[config.mk]
export PLATFORM = sky130hd
export DESIGN_NAME = control_puertas
export DESIGN_NICKNAME = d
export VERILOG_FILES = /design/src/rtl/puertas_pkg.sv /design/src/rtl/temporizador_puertas.sv /design/src/rtl/control_puertas.sv
export SDC_FILE = /design/constraint.sdc
export NUM_CORES = 1
export LEC_CHECK = 0
export BUFFER_PORTS_ARGS = -buffer_cell sky130_fd_sc_hd__buf_2
export CAP_MARGIN = 20
export CORE_MARGIN = 8
export CORE_UTILIZATION = 54
export CTS_BUF_LIST = sky130_fd_sc_hd__clkbuf_8
export DETAILED_ROUTE_END_ITERATION = 10
export PLACE_DENSITY = 0.89
export SETUP_SLACK_MARGIN = 0.5
export SYNTH_ARGS = -nofsm -noshare
export SYNTH_HDL_FRONTEND = slang
export SYNTH_SLANG_ARGS = --single-unit
[constraint.sdc]
create_clock -name clk -period 2.6 [get_ports clk]
set_clock_uncertainty 0.2 [all_clocks]
set_input_delay 0 -clock clk [delete_from_list [all_inputs] [get_ports clk]]
set_output_delay 0 -clock clk [all_outputs]
set_load 0.05 [all_outputs]
[src/rtl/puertas_pkg.sv]
// Shared encodings for the elevator door controller: FSM states, actuator commands
// and door feedback codes.
package puertas_pkg;

    typedef enum logic [2:0] {
        CERRADA  = 3'd0,
        ABRIENDO = 3'd1,
        ABIERTA  = 3'd2,
        CERRANDO = 3'd3,
        FALLA    = 3'd4
    } estado_t;

    typedef enum logic [1:0] {
        HOLD  = 2'b00,
        OPEN  = 2'b01,
        CLOSE = 2'b10
    } cmd_t;

    typedef enum logic [1:0] {
        MOV   = 2'b00,
        CERR  = 2'b01,
        ABIER = 2'b10,
        FALLO = 2'b11
    } fb_t;

    // Actuator command driven while resting in a given state.
    function automatic cmd_t cmd_de_estado(estado_t s);
        case (s)
            ABRIENDO: return OPEN;
            CERRANDO: return CLOSE;
            default:  return HOLD;
        endcase
    endfunction

endpackage

[src/rtl/temporizador_puertas.sv]
// Loadable, saturating down-counter used for both the open dwell and the stroke timeout.
// ultimo_c flags the tick on which the count lands on zero.
module temporizador_puertas #(
    parameter int unsigned W_CNT = 16
) (
    input  logic             clk,
    input  logic             rst_n,
    input  logic             carga,
    input  logic             decrementa,
    input  logic [W_CNT-1:0] valor,
    output logic             cero,
    output logic             ultimo_c
);

    logic [W_CNT-1:0] cuenta_q;

    always_ff @(posedge clk or negedge rst_n) begin
        if (!rst_n) begin
            cuenta_q <= '0;
            cero     <= 1'b1;
        end else if (carga) begin
            cuenta_q <= valor;
            cero     <= (valor == '0);
        end else if (decrementa && !cero) begin
            cuenta_q <= cuenta_q - W_CNT'(1);
            cero     <= (cuenta_q == W_CNT'(1));
        end
    end

    assign ultimo_c = (cuenta_q == W_CNT'(1));

endmodule

[src/rtl/control_puertas.sv]
// Door-side responder of the elevator controller: runs the open-dwell-close cycle,
// acknowledges req_ciclo with a 4-phase listo, and interlocks the cabin motor.
module control_puertas
    import puertas_pkg::*;
#(
    parameter int unsigned T_ABIERTA = 300,
    parameter int unsigned T_MOV     = 200,
    parameter int unsigned W_CNT     = 16
) (
    input  logic       clk,
    input  logic       rst_n,
    input  logic       req_ciclo,
    output logic       listo,
    input  logic       moviendo,
    input  logic [1:0] boton_puertas,
    input  logic [1:0] estado_puertas,
    input  logic       sensor_puertas,
    output logic [1:0] puertas,
    output logic       puerta_cerrada,
    output logic       falla
);

    localparam logic [W_CNT-1:0] CARGA_ABIERTA = W_CNT'(T_ABIERTA);
    localparam logic [W_CNT-1:0] CARGA_MOV     = W_CNT'(T_MOV);

    estado_t          estado_q, estado_d;
    logic             hecho_q;
    logic             hecho_set;
    logic             carga;
    logic             decrementa;
    logic [W_CNT-1:0] valor;
    logic             cero;
    logic             ultimo_c;
    logic             expira;
    logic             reabrir;
    logic             causa_falla;

    temporizador_puertas #(
        .W_CNT(W_CNT)
    ) u_temporizador (
        .clk       (clk),
        .rst_n     (rst_n),
        .carga     (carga),
        .decrementa(decrementa),
        .valor     (valor),
        .cero      (cero),
        .ultimo_c  (ultimo_c)
    );

    // Timeout fires on the tick that brings the count to zero (or if already there).
    assign expira      = cero | ultimo_c;
    assign reabrir     = sensor_puertas | boton_puertas[0];
    assign causa_falla = (estado_puertas == FALLO) | (moviendo & (estado_q != CERRADA));

    always_comb begin
        estado_d   = estado_q;
        carga      = 1'b0;
        decrementa = 1'b0;
        valor      = CARGA_MOV;
        hecho_set  = 1'b0;
        case (estado_q)
            CERRADA: begin
                if (!moviendo && ((req_ciclo && !hecho_q) || boton_puertas[0])) begin
                    estado_d = ABRIENDO;
                    carga    = 1'b1;
                end
            end
            ABRIENDO: begin
                decrementa = 1'b1;
                if (estado_puertas == ABIER) begin
                    estado_d = ABIERTA;
                    carga    = 1'b1;
                    valor    = CARGA_ABIERTA;
                end else if (expira) begin
                    estado_d = FALLA;
                end
            end
            ABIERTA: begin
                decrementa = 1'b1;
                if (reabrir) begin
                    carga = 1'b1;
                    valor = CARGA_ABIERTA;
                end else if (boton_puertas[1] || expira) begin
                    estado_d = CERRANDO;
                    carga    = 1'b1;
                end
            end
            CERRANDO: begin
                decrementa = 1'b1;
                if (reabrir) begin
                    estado_d = ABRIENDO;
                    carga    = 1'b1;
                end else if (estado_puertas == CERR) begin
                    estado_d  = CERRADA;
                    hecho_set = req_ciclo;
                end else if (expira) begin
                    estado_d = FALLA;
                end
            end
            FALLA:   estado_d = FALLA;
            default: estado_d = FALLA;
        endcase
        // Safety causes override everything else in the same cycle.
        if (causa_falla) begin
            estado_d  = FALLA;
            carga     = 1'b0;
            hecho_set = 1'b0;
        end
    end

    always_ff @(posedge clk or negedge rst_n) begin
        if (!rst_n) begin
            estado_q       <= CERRADA;
            puertas        <= HOLD;
            puerta_cerrada <= 1'b1;
            falla          <= 1'b0;
            hecho_q        <= 1'b0;
            listo          <= 1'b0;
        end else begin
            estado_q       <= estado_d;
            puertas        <= cmd_de_estado(estado_d);
            puerta_cerrada <= (estado_d == CERRADA);
            falla          <= (estado_d == FALLA);
            // 4-phase ack: listo follows hecho while resting closed; both drop with req.
            if (!req_ciclo) begin
                hecho_q <= 1'b0;
                listo   <= 1'b0;
            end else begin
                if (hecho_set) begin
                    hecho_q <= 1'b1;
                end
                listo <= hecho_q & (estado_d == CERRADA);
            end
        end
    end

endmodule

==> results_dict.tcl, run 1 <==
set metrics [dict create \
    hold_start "moviendo" \
    outcome "finished, final reports clean" \
    p_total_w 0.0008367 \
    grt_overflow_total 0 \
    cts_buffer_depth 2 \
    std_cell_rows 18 \
    routedWlPerCell_um 16.95 \
    hold_viol_final 0 \
    ios 14 \
    finalSetupViolations 0 \
    dp_hpwl_um 2278 \
    startpoint_type "flop" \
    cp_max_fo 6 \
    synth.avg_cell_area_um2 9.949 \
    insertion_delay_ps 270 \
    cts.sinks 26 \
    htreeDepth 1 \
    cp.arrival_ps 2340 \
    die_area_mm2 0.004557 \
    place.gp.congestion 0.9239 \
    drtIter0Drc 78 \
    nets 189 \
    seq_area_um2 653.1 \
    yosysSeqAreaShare_pct 45.59 \
    irDropWorstVdd_mv 0.3376 \
    reg2regPathDepth 7 \
    setup_ws_ps 261.8 \
    leakage_nw 0.7525 \
    p_per_area_mw_per_mm2 455.5 \
    syn-instance-count 144 \
    fmax_mhz 427.7 \
    grt_pass1_vias 1277 \
    grt_max_degree 27 \
    critPathCaptureType "flop" \
    synth_edf_count 0 \
    rrSetupSlack_ps 260 \
    num_vias 1275 \
    syn_area_mm2 0.001433 \
    clk_root_buffer_cell "clkbuf_8" \
    drt-total-wl_um 3508 \
    dr.pass1.iters 4 \
    finalWorstPathRequiredPeriod_ps 2338 \
    numCtsBuffers 3 \
    antenna_found_initial 0 \
    fillers 159 \
    place_ws_ps 234.8 \
    grt_pass1_wl_um 5706 \
    port_buffers 13 \
    ys_top_cells_by_count "26 x nor2_1, 24 x dfrtp_1, 8 x nor3_1, 8 x xnor2_1" \
    cts_tree "yes" \
    drc 0 \
    drv_cap 0 \
    rsz0062_at_grt "yes" \
    antenna_cells 0 \
    ys_ff_latch 26 \
    fin_crit_sh_pct 89.93 \
    slew_violations 0 \
    r2r_start "u_temporizador.cuenta_q[7]" \
    fin_tns_setup_ps 0 \
    drive_above_1_share_pct 30.51 \
    yosysMostFrequentCell "nor2_1" \
    tightest_slew_ps 674.5 \
    ant_nets 0 \
    utilization_pct 73.47 \
    multi_input_area_um2 842.1 \
    hold_class "input pin to flop" \
    clk_pin_slew_ps 80 \
    die_w_um 67.51 \
    holdPathStages 4 \
    via_per_inst 6.159 \
    start_util_pct 57.31 \
    max_slew_margin_pct 54.62 \
    synth.area.top_cells "dfrtp_1 42%, nor2_1 6.8%, xnor2_1 4.9%" \
    synth_nets 155 \
    min_to "hecho_q" \
    async_flop_share_pct 100.0 \
    critPathKind "flop to flop" \
    die_h_um 67.51 \
    synth_flop_cell "dfrtp_1" \
    area_growth_pct 28.21 \
    timing.rr.end "u_temporizador.cuenta_q[3]" \
    grt_usage_pct 15.87 \
    synth_top_cell_by_area "dfrtp_1" \
    synth_cell_type_count 39 \
    yosys_warnings 0 \
    synth_top_area_share_pct 41.92 \
    core_mm2 0.002500 \
    crit_required_ps 2600 \
]
per-stage QoR:
stage | hold WS [ps] | cell area, um^2 | std cells
after floorplan | -495.6 | 1445 | 144
after global placement | -185.6 | 1558 | 187
after detailed placement | -176.0 | 1558 | 187
after CTS | 17.69 | 1804 | 204
after global routing | 42.33 | 1837 | 207
final | 15.66 | 1837 | 207
where the power goes:
part,leakage [nW],total [W],switching (W),internal (W)
Clock,0.0288,0.000255,0.000119,0.000135
Combinational,0.406,0.000124,0.0000607,0.0000633
Sequential,0.318,0.000458,0.0000302,0.000428
cell type report:
| type | count | share of cell area [%] |
|---|---|---|
| Inverter | 2 | 0.4087 |
| Multi-Input combinational cell | 112 | 45.84 |
| Clock buffer | 4 | 2.997 |
| Timing Repair Buffer | 33 | 13.15 |
| Tap cell | 30 | 2.044 |
| Sequential cell | 26 | 35.56 |
registers in the layout, summed over array words and instances, names as in the netlist:
signal / flops
estado_q: 3
falla: 1
hecho_q: 1
listo: 1
puerta_cerrada: 1
puertas: 2
u_temporizador.cero: 1
u_temporizador.cuenta_q: 16
worst max path at each step:
stage / from / cells past startpoint / endpoint
floorplan: u_temporizador.cuenta_q[7] / 6 / u_temporizador.cuenta_q[6]
detailed placement: u_temporizador.cuenta_q[7] / 5 / u_temporizador.cuenta_q[6]
global route: u_temporizador.cuenta_q[2] / 5 / u_temporizador.cuenta_q[7]
CTS: u_temporizador.cuenta_q[7] / 5 / u_temporizador.cuenta_q[6]
global placement: u_temporizador.cuenta_q[4] / 5 / u_temporizador.cuenta_q[6]
finish: u_temporizador.cuenta_q[7] / 7 / u_temporizador.cuenta_q[3]
per-layer routing:
metal	up-vias	wire (um)	GRT usage [%]
met3	11	238	2.815
met2	47	1764	28.28
met1	630	1428	18.15
li1	587	-	-
met5	-	0	0
met4	0	76	6.789
repair_timing:
item	in CTS	in global routing
hold endpoints to repair	30	0
endpoints found under the setup margin	23	25
buffers inserted	10	3
pin swaps	9	3
gates resized for setup	18	2
hold buffers	3	0
layout by cell type, fill, tap and decap left out, types with 5 or more instances in the layout:
| cell type | Yosys | final |
|---|---|---|
| nor3_1 | 8 | 8 |
| xor2_1 | 6 | 6 |
| xnor2_1 | 8 | 8 |
| nand2_1 | 5 | 5 |
| nor2_1 | 26 | 23 |
| dfrtp_1 | 24 | 24 |
| nor2b_1 | 5 | 5 |
| buf_4 | 1 | 12 |
| buf_2 | 0 | 13 |
| buf_6 | 0 | 5 |
cell families (layout without fill, tap and decap cells):
family          count (synthesis)  after routing  share of synthesized area, %
mux                             5              5                         4.192
buf+inv                         6             39                         1.922
fa+ha+maj                       2              2                         1.746
flops                          26             26                         45.59
compound gates                 19             19                         9.870
simple gates                   72             72                         28.12
xor+xnor                       14             14                         8.559
critical path: stages, from the launching register on:
cell      delay, ps
dfrtp_1         390
or4_4           540
nand4b_4        190
a211o_1         320
a21oi_4         250
buf_6           150
buf_6           120
nand3b_1        110
Note: power is estimated with default switching activity, not from simulation.
==> run 2, diff against run 1 <==
--- a/config.mk
+++ b/config.mk
@@ -8,10 +8,11 @@
 export BUFFER_PORTS_ARGS = -buffer_cell sky130_fd_sc_hd__buf_2
 export CAP_MARGIN = 20
 export CORE_MARGIN = 8
-export CORE_UTILIZATION = 54
+export CORE_UTILIZATION = 40
 export CTS_BUF_LIST = sky130_fd_sc_hd__clkbuf_8
 export DETAILED_ROUTE_END_ITERATION = 10
-export PLACE_DENSITY = 0.89
+export GPL_TIMING_DRIVEN = 0
+export PLACE_DENSITY = 0.72
 export SETUP_SLACK_MARGIN = 0.5
 export SYNTH_ARGS = -nofsm -noshare
 export SYNTH_HDL_FRONTEND = slang
==> results_dict.tcl, run 2 (same netlist as run 1, synthesis figures left out) <==
set metrics [dict create \
    via_per_inst 5.299 \
    violations "hold timing" \
    cts_tree "yes" \
    ant_nets 0 \
    cts.sinks 26 \
    htreeDepth 1 \
    insertion_delay_ps 270 \
    startpoint_type "flop" \
    rsz0062_at_grt "yes" \
    grt_pass1_vias 1160 \
    placedCellCount 203 \
    final_cell_mix "25 x nor2_1, 24 x dfrtp_1, 13 x buf_2, 12 x buf_4, 8 x xnor2_1" \
    seq_area_um2 653.1 \
    hold_viol_final 2 \
    clk_root_buffer_cell "clkbuf_8" \
    die_h_um 75.85 \
    outcome "finished, violations left" \
    r2r_start "u_temporizador.cuenta_q[4]" \
    crit_required_ps 2560 \
    hold_class "input pin to flop" \
    cp.arrival_ps 2390 \
    fin_tns_setup_ps 0 \
    drtIter0Drc 75 \
    start_util_pct 42.27 \
    port_buffers 13 \
    utilization_pct 54.34 \
    fmax_mhz 410.8 \
    drt-total-wl_um 3130 \
    regMostFlops "u_temporizador.cuenta_q" \
    die_area_mm2 0.005752 \
    nets 190 \
    grt_overflow_total 0 \
    num_vias 1187 \
    p_per_area_mw_per_mm2 487.2 \
    final_cells 224 \
    dr.pass1.iters 4 \
    dp_hpwl_um 2179 \
    place_ws_ps 65.50 \
    layout_commonest_cell "nor2_1" \
    numCtsBuffers 3 \
    ios 14 \
    tightest_slew_ps 777.2 \
    startpoint "u_temporizador.cuenta_q[4]" \
    routedWlPerCell_um 13.97 \
    slew_violations 0 \
    std_cell_rows 21 \
    fin_hold_ws_ps -9.650 \
    drc 0 \
    core_mm2 0.003390 \
    grt_usage_pct 11.75 \
    cts_buffer_depth 2 \
    clk_pin_slew_ps 80 \
    leakage_nw 0.7571 \
    hold_start "moviendo" \
    fin_crit_sh_pct 93.63 \
    antenna_cells 0 \
    cp_max_fo 6 \
    largest_reg_flops 16 \
    drv_cap 0 \
    die_w_um 75.85 \
    critPathCaptureType "flop" \
    critPathKind "flop to flop" \
    place.gp.congestion 0.8403 \
    max_slew_margin_pct 47.71 \
    area_growth_pct 28.56 \
    reg_top3 "u_temporizador.cuenta_q: 16 flops, estado_q: 3 flops, puertas: 2 flops" \
    drive_above_1_share_pct 28.09 \
    setup_ws_ps 165.6 \
    irDropWorstVdd_mv 0.4136 \
    grt_pass1_wl_um 5223 \
    multi_input_area_um2 810.8 \
    antenna_found_initial 0 \
    finalSetupViolations 0 \
    fillers 288 \
    finalWorstPathRequiredPeriod_ps 2434 \
    grt_max_degree 27 \
]
run 2: worst max-delay path, cell delays in order, from the launching register on:
cell and delay, ps:
dfrtp_1 390, or4_4 540, buf_8 140, nand4b_4 160, a211o_1 320, a21oi_4 250
mux2_4 330
run 2: cell type report:
cell class              count  area share [%]
clock buffers               3           2.242
clock inverters             1           1.630
repair buffers             30           11.41
plain buffers               4           1.698
inverters                   2          0.4076
multi-input cells         112           44.02
well taps                  46           3.125
flip-flops and latches     26           35.46
run 2: routing by layer:
layer	share of wire, %	vias up	routed length [um]	track usage [%]
li1	-	583	-	-
met1	46	577	1435	15.01
met2	47	25	1462	19.58
met3	7.1	2	222	3.026
met4	0.26	0	8	1.919
met5	0	-	0	0
run 2: path summary, 6_finish.rpt:
kind,depth (start not counted),to,slack [ps]
max,6,u_temporizador.cuenta_q[6],170
min,3,estado_q[0],-10
max reg2reg,6,u_temporizador.cuenta_q[6],170
min reg2reg,2,u_temporizador.cero,370
max in group asynchronous,2,u_temporizador.cuenta_q[6],1750
min in group asynchronous,2,hecho_q,60
run 2: repair_timing:
item / CTS / global route
pin swaps: 9 / 5
endpoints found under the hold margin: 30 / 0
resized for setup: 7 / 10
hold buffers: 4 / 0
endpoints found under the setup margin: 22 / 23
setup buffers: 11 / 2
run 2: stage by stage:
stage	cell area [um^2]	hold WS [ps]	total power [W]
finish	1842	-9.650	0.0008973
global route	1842	4.144	0.0009399
CTS	1795	77.54	0.0008967
detailed placement	1568	-168.1	0.0005457
global placement	1568	-173.1	0.0005415
floorplan	1445	-495.6	0.0005138
run 2: report_power, final:
part / internal (W) / leakage (nW) / switching (W) / total, W
clock: 0.000206 / 0.0357 / 0.000123 / 0.000329
sequential: 0.000428 / 0.318 / 0.0000259 / 0.000454
combinational: 0.0000606 / 0.404 / 0.0000541 / 0.000115
